[src/rtl/muldiv_sequencer_pkg.sv]
// Shared RV32M op codes and sequencer state encodings for the multiply/divide unit.
package muldiv_sequencer_pkg;

  localparam logic [4:0] ALU_ADD    = 5'd0;
  localparam logic [4:0] ALU_MUL    = 5'd10;
  localparam logic [4:0] ALU_MULH   = 5'd11;
  localparam logic [4:0] ALU_MULHSU = 5'd12;
  localparam logic [4:0] ALU_MULHU  = 5'd13;
  localparam logic [4:0] ALU_DIV    = 5'd14;
  localparam logic [4:0] ALU_DIVU   = 5'd15;
  localparam logic [4:0] ALU_REM    = 5'd16;
  localparam logic [4:0] ALU_REMU   = 5'd17;

  typedef enum logic [1:0] {
    MD_IDLE = 2'd0,
    MD_MUL  = 2'd1,
    MD_DIV  = 2'd2,
    MD_FIN  = 2'd3
  } md_state_e;

  function automatic logic is_mul_op(input logic [4:0] code);
    return code inside {ALU_MUL, ALU_MULH, ALU_MULHSU, ALU_MULHU};
  endfunction

  function automatic logic is_div_op(input logic [4:0] code);
    return code inside {ALU_DIV, ALU_DIVU, ALU_REM, ALU_REMU};
  endfunction

  function automatic logic is_signed_div(input logic [4:0] code);
    return code inside {ALU_DIV, ALU_REM};
  endfunction

endpackage

[src/rtl/muldiv_div_core.sv]
// Unsigned restoring divider: one quotient bit per clock, `last` pulses once the final bit is in.
module muldiv_div_core #(
  parameter int XLEN  = 32,
  parameter int ITERS = 32
) (
  input  logic            clk,
  input  logic            rst,
  input  logic            load,
  input  logic            kill,
  input  logic [XLEN-1:0] dividend,
  input  logic [XLEN-1:0] divisor,
  output logic [XLEN-1:0] quotient,
  output logic [XLEN-1:0] remainder,
  output logic            last
);

  localparam int CNT_W = $clog2(ITERS);

  logic [XLEN-1:0]  quo_p0, rem_p0, dvs_p0;
  logic [CNT_W-1:0] cnt;
  logic             active, last_r;
  logic [XLEN:0]    shifted, diff;
  logic             ge;

  // The quotient register doubles as the dividend shifter.
  assign shifted = {rem_p0, quo_p0[XLEN-1]};
  assign diff    = shifted - {1'b0, dvs_p0};
  assign ge      = ~diff[XLEN];

  always_ff @(posedge clk or posedge rst) begin
    if (rst) begin
      quo_p0 <= '0;
      rem_p0 <= '0;
      dvs_p0 <= '0;
      cnt    <= '0;
      active <= 1'b0;
      last_r <= 1'b0;
    end else if (kill) begin
      active <= 1'b0;
      last_r <= 1'b0;
    end else if (load) begin
      quo_p0 <= dividend;
      rem_p0 <= '0;
      dvs_p0 <= divisor;
      cnt    <= '0;
      active <= 1'b1;
      last_r <= 1'b0;
    end else begin
      last_r <= 1'b0;
      if (active) begin
        rem_p0 <= ge ? diff[XLEN-1:0] : shifted[XLEN-1:0];
        quo_p0 <= {quo_p0[XLEN-2:0], ge};
        cnt    <= cnt + 1'b1;
        if (cnt == CNT_W'(ITERS - 1)) begin
          active <= 1'b0;
          last_r <= 1'b1;
        end
      end
    end
  end

  assign quotient  = quo_p0;
  assign remainder = rem_p0;
  assign last      = last_r;

endmodule

[src/rtl/muldiv_sequencer.sv]
// RV32M execution controller: single-cycle multiply, 32-step divide, one-cycle done pulse.
// Define MULDIV_FASTPATH_EN to finish div-by-zero / signed-overflow cases without iterating.
module muldiv_sequencer
  import muldiv_sequencer_pkg::*;
#(
  parameter int XLEN      = 32,
  parameter int DIV_ITERS = 32
) (
  input  logic            clk,
  input  logic            rst,
  input  logic            start,
  input  logic [4:0]      op,
  input  logic [XLEN-1:0] a,
  input  logic [XLEN-1:0] b,
  input  logic            kill,
  output logic            busy,
  output logic            done,
  output logic [XLEN-1:0] result
);

  md_state_e state, state_n, target;

  logic                   valid_op, accept, fast_in, div_load, div_last;
  logic [4:0]             op_p0;
  logic [XLEN-1:0]        a_p0, b_p0, div_q, div_r, dvd_abs, dvs_abs;
  logic [XLEN-1:0]        mul_res, div_res;
  logic signed [2*XLEN-1:0] mul_a, mul_b, prod, prod_p0;

  // Overrides for x/0 and MIN/-1 take precedence over whatever the iterator produced.
  function automatic logic [XLEN-1:0] div_fix(input logic [4:0] f_op,
                                              input logic [XLEN-1:0] f_a, f_b, f_q, f_r);
    logic            sgn, is_rem;
    logic [XLEN-1:0] qs, rs;
    sgn    = is_signed_div(f_op);
    is_rem = (f_op == ALU_REM) || (f_op == ALU_REMU);
    qs     = (sgn && (f_a[XLEN-1] ^ f_b[XLEN-1])) ? -f_q : f_q;
    rs     = (sgn && f_a[XLEN-1]) ? -f_r : f_r;
    if (f_b == '0)
      return is_rem ? f_a : '1;
    if (sgn && f_a == {1'b1, {(XLEN-1){1'b0}}} && f_b == '1)
      return is_rem ? '0 : f_a;
    return is_rem ? rs : qs;
  endfunction

  assign valid_op = is_mul_op(op) || is_div_op(op);
  assign accept   = start && valid_op && !kill && (state == MD_IDLE || state == MD_FIN);
  assign busy     = (start && valid_op && !kill && state == MD_IDLE)
                  || state == MD_MUL || state == MD_DIV;
  assign done     = (state == MD_FIN);

`ifdef MULDIV_FASTPATH_EN
  logic special_in;
  assign special_in = is_div_op(op) && ((b == '0) ||
                      (is_signed_div(op) && a == {1'b1, {(XLEN-1){1'b0}}} && b == '1));
  assign fast_in    = special_in;
`else
  assign fast_in    = 1'b0;
`endif

  assign target   = (is_mul_op(op) || fast_in) ? MD_MUL : MD_DIV;
  assign div_load = accept && is_div_op(op) && !fast_in;

  assign mul_a   = {{XLEN{a[XLEN-1] && (op == ALU_MULH || op == ALU_MULHSU)}}, a};
  assign mul_b   = {{XLEN{b[XLEN-1] && (op == ALU_MULH)}}, b};
  assign prod    = mul_a * mul_b;
  assign dvd_abs = (is_signed_div(op) && a[XLEN-1]) ? -a : a;
  assign dvs_abs = (is_signed_div(op) && b[XLEN-1]) ? -b : b;

  muldiv_div_core #(
    .XLEN  (XLEN),
    .ITERS (DIV_ITERS)
  ) u_div_core (
    .clk       (clk),
    .rst       (rst),
    .load      (div_load),
    .kill      (kill && state == MD_DIV),
    .dividend  (dvd_abs),
    .divisor   (dvs_abs),
    .quotient  (div_q),
    .remainder (div_r),
    .last      (div_last)
  );

  assign mul_res = is_div_op(op_p0) ? div_fix(op_p0, a_p0, b_p0, '0, '0) :
                   (op_p0 == ALU_MUL) ? prod_p0[XLEN-1:0] : prod_p0[2*XLEN-1:XLEN];
  assign div_res = div_fix(op_p0, a_p0, b_p0, div_q, div_r);

  always_comb begin
    state_n = state;
    case (state)
      MD_IDLE: if (accept) state_n = target;
      MD_MUL:  state_n = kill ? MD_IDLE : MD_FIN;
      MD_DIV:  if (kill) state_n = MD_IDLE;
               else if (div_last) state_n = MD_FIN;
      MD_FIN:  state_n = accept ? target : MD_IDLE;
      default: state_n = MD_IDLE;
    endcase
  end

  // Acceptance edge latches operands and the product; result updates on the exit from MUL/DIV.
  always_ff @(posedge clk or posedge rst) begin
    if (rst) begin
      state   <= MD_IDLE;
      op_p0   <= '0;
      a_p0    <= '0;
      b_p0    <= '0;
      prod_p0 <= '0;
      result  <= '0;
    end else begin
      state <= state_n;
      if (accept) begin
        op_p0   <= op;
        a_p0    <= a;
        b_p0    <= b;
        prod_p0 <= prod;
      end
      if (state == MD_MUL && !kill)
        result <= mul_res;
      else if (state == MD_DIV && div_last && !kill)
        result <= div_res;
    end
  end

endmodule

[config.mk]
export PLATFORM = sky130hd
export DESIGN_NAME = muldiv_sequencer
export DESIGN_NICKNAME = d
export VERILOG_FILES = /design/src/rtl/muldiv_sequencer_pkg.sv /design/src/rtl/muldiv_div_core.sv /design/src/rtl/muldiv_sequencer.sv
export SDC_FILE = /design/constraint.sdc
export NUM_CORES = 2
export LEC_CHECK = 0
export CORE_MARGIN = 5
export CORE_UTILIZATION = 55
export CTS_CLUSTER_DIAMETER = 80
export DETAILED_ROUTE_END_ITERATION = 8
export HOLD_SLACK_MARGIN = 0.1
export MAX_ROUTING_LAYER = met4
export PLACE_DENSITY = 0.75
export SETUP_SLACK_MARGIN = 0.4
export SYNTH_ARGS = -nofsm -noshare
export SYNTH_HDL_FRONTEND = slang
export SYNTH_SLANG_ARGS = --single-unit
[constraint.sdc]
create_clock -name clk -period 8.3 [get_ports clk]
set_input_delay 1.245 -clock clk [delete_from_list [all_inputs] [get_ports clk]]
set_output_delay 1.245 -clock clk [all_outputs]
set_load 0.005 [all_outputs]
==> impl_metrics.json <==
{
  "nFillCells": 7673,
  "slew_headroom_pct": 26.59,
  "grt_setup_unrepaired": "true",
  "grt_overflow": 0,
  "rows": 115,
  "synth_area_leaders": "fa_1 41%, dfrtp_1 12%, nand2_1 9.0%",
  "viasPerCell": 5.768,
  "synth_cell_types": 80,
  "dp_hpwl_um": 143900,
  "ant_nets": 0,
  "numCtsBuffers": 29,
  "start_kind": "input pin",
  "syn_to_final_growth_pct": 18.09,
  "critical_path_class": "in -> reg",
  "ys_ff_latch": 270,
  "r2r_start": "u_div_core.quotient[31]",
  "numPortBuffers": 106,
  "gp_congestion": 0.9806,
  "cts_tree": "yes",
  "grt_pass1_wl_um": 277400,
  "clk_pin_slew_ns": 0.06,
  "insertion_delay_ns": 0.58,
  "antenna_found_initial": 7,
  "wl_um": 178600,
  "yosysTopAreaCell": "fa_1",
  "holdWs_ns": 0.4778,
  "path_common_cell": "fa_1",
  "hp-start": "result[17]",
  "setup_slack_ns": -0.1567,
  "vias": 46700,
  "drtIter0Drc": 4351,
  "io_pins": 107,
  "run_status": "finished with violations",
  "fmax_ghz": 0.1183,
  "critPathRequiredTime_ns": 8.77,
  "dieWidth_um": 325.5,
  "grt_pass1_vias": 48790,
  "dieHeight_um": 325.5,
  "cp-startpoint": "op[0]",
  "drc": 0,
  "cp_slowest_stage_delay_ns": 0.55,
  "synth_edf_count": 0,
  "synth_ff_type": "dfrtp_1",
  "grt_use_total_pct": 34.29,
  "cp_max_fo": 4,
  "clockRootBuffer": "clkbuf_16",
  "critical-path-slowest-cell": "fa_1",
  "failed_checks": "setup timing",
  "final_common_cell": "nand2_1",
  "start_util_pct": 55.55,
  "clock-sinks": 270,
  "die_area_um2": 106000,
  "synthCells": 6358,
  "slew_viol_final": 0,
  "nets": 8235,
  "cts_hold_buffers": 0,
  "ys_seq_area_share_pct": 12.34,
  "final_hold_viol_count": 0,
  "min_path_type": "reg -> reg",
  "synth_nets": 7812,
  "grt_max_degree": 175,
  "async_reset_ff_share_pct": 100.0,
  "htreeDepth": 1,
  "synth_area_um2": 54750,
  "drt_first_pass_iters": 7,
  "clock_skew_ns": 0.02007,
  "tightestPinTransition_ns": 1.101,
  "coreArea_um2": 98560,
  "synth.avg_cell_area_um2": 8.611,
  "fin_crit_sh_pct": 101.9,
  "cp.arrival_ns": 8.93,
  "synth.top_cell.area_share_pct": 41.17,
  "final_cell_mix": "1281 x nand2_1, 1205 x inv_1, 1093 x fa_1",
  "drive_gt1_share_pct": 15.66,
  "crit_path_end_kind": "flip-flop",
  "clock_path_buffers": 3,
  "period_needed_ns": 8.457,
  "setup-violations-final": 11,
  "cap_viol_max_count": 0,
  "yosysWarnings": 0,
  "routedWlPerCell_um": 22.06
}
==> state kept, by name, indices dropped and copies added, names as in the netlist <==
register	cells
prod_p0	64
a_p0	32
b_p0	32
result	32
u_div_core.dvs_p0	32
u_div_core.quotient	32
u_div_core.remainder	32
op_p0	5
u_div_core.cnt	5
state	2
u_div_core.active	1
u_div_core.last	1
==> per-layer routing <==
metal	global-route usage, %	vias up	share of wire (%)	wire, µm
li1	-	20070	-	-
met1	43.77	23500	38	67460
met2	53.85	2563	46	81780
met3	6.782	571	10	17990
met4	14.90	0	6.4	11350
met5	-	-	0	0
==> critical path: cells and delay by family <==
kind                     cells  cell delay [ns]
buffers and inverters       12             1.18
AND/OR/NAND/NOR              4             0.57
AO/OA/AOI/OAI                9             1.71
adder cells (fa/ha/maj)      9             4.22
==> cells in the mapped netlist, types with 4 or more instances <==
library cell,n
nand3_1,44
nand2b_1,21
o31a_1,4
o2111a_1,4
o211ai_1,21
a22oi_1,5
a21o_1,36
o31ai_1,35
inv_1,1242
o311ai_0,4
o21a_1,21
or3_1,17
nand2_1,1309
xor2_1,95
and2_1,304
a221oi_1,4
nor3_1,44
o2111ai_1,4
o21ai_0,266
nor4_1,26
or4_1,18
xnor2_1,121
buf_1,66
o41ai_1,12
o21bai_1,15
o22ai_1,5
nor4b_1,6
a31oi_1,63
nor2_1,165
nor3b_1,5
fa_1,1126
nand4_1,36
clkbuf_1,327
dfrtp_1,270
mux2i_1,47
ha_1,255
o21ai_1,5
a21oi_1,179
or2_2,15
nor2b_1,13
a211oi_1,26
and3_1,11
==> layout make-up <==
class | count | area [µm²] | area share [%]
clock inverter | 13 | 201.4 | 0.3116
tap | 1287 | 1610 | 2.491
inverter | 1243 | 4686 | 7.247
clock buffer | 39 | 803.3 | 1.242
multi-input combinational | 4445 | 43210 | 66.83
sequential | 270 | 6756 | 10.45
timing repair buffer | 792 | 7375 | 11.41
antenna | 7 | 17.52 | 0.02709
==> per-stage QoR <==
stage / setup slack, ns / TNS, ns / util (%) / instances / cell area [µm²]
after detailed placement: -1.445 / -33.34 / 62.30 / 7950 / 61410
final: -0.1567 / -0.6894 / 65.60 / 8096 / 64660
after floorplan: -0.5754 / -2.274 / - / 6358 / 55200
after global routing: -0.3411 / -3.687 / 65.59 / 8093 / 64650
after CTS: -0.2242 / -0.5086 / 64.73 / 8054 / 63800
after global placement: -1.263 / -29.34 / 62.30 / 7950 / 61410
==> worst paths after layout <==
| check | slack, ns | to | cells past startpoint |
|---|---|---|---|
| max | -0.16 | prod_p0[59] | 34 |
| min | 0.48 | result[17] | 2 |
| max reg2reg | 3.84 | u_div_core.remainder[27] | 14 |
| min reg2reg | 0.48 | result[17] | 2 |
| max in group asynchronous | 5.62 | prod_p0[35] | 3 |
| min in group asynchronous | 1.19 | u_div_core.remainder[15] | 2 |
==> kinds of logic (layout without fill, tap and decap cells) <==
group	Yosys count	count (layout)	synth area share, %
and+or+nand+nor	2053	2053	16.74
buffers and inverters	1643	2087	11.31
adders and majority gates	1381	1381	47.00
AOI/OAI and AO/OA	747	747	8.275
DFF	270	270	12.34
xor gates and xnor gates	216	216	3.455
muxes	48	48	0.8798
other	0	7	0
==> timing repair <==
action                     in CTS  in global routing
setup buffers                  50                 31
setup endpoints to repair      39                 40
hold endpoints to repair        0                  0
gates resized for setup       229                147
gates cloned                    2                  4
pin swaps                     163                143
Power is left out: the tool's default activity adds up to more than one toggle a clock period on the data nets, which glitch-free logic cannot reach.
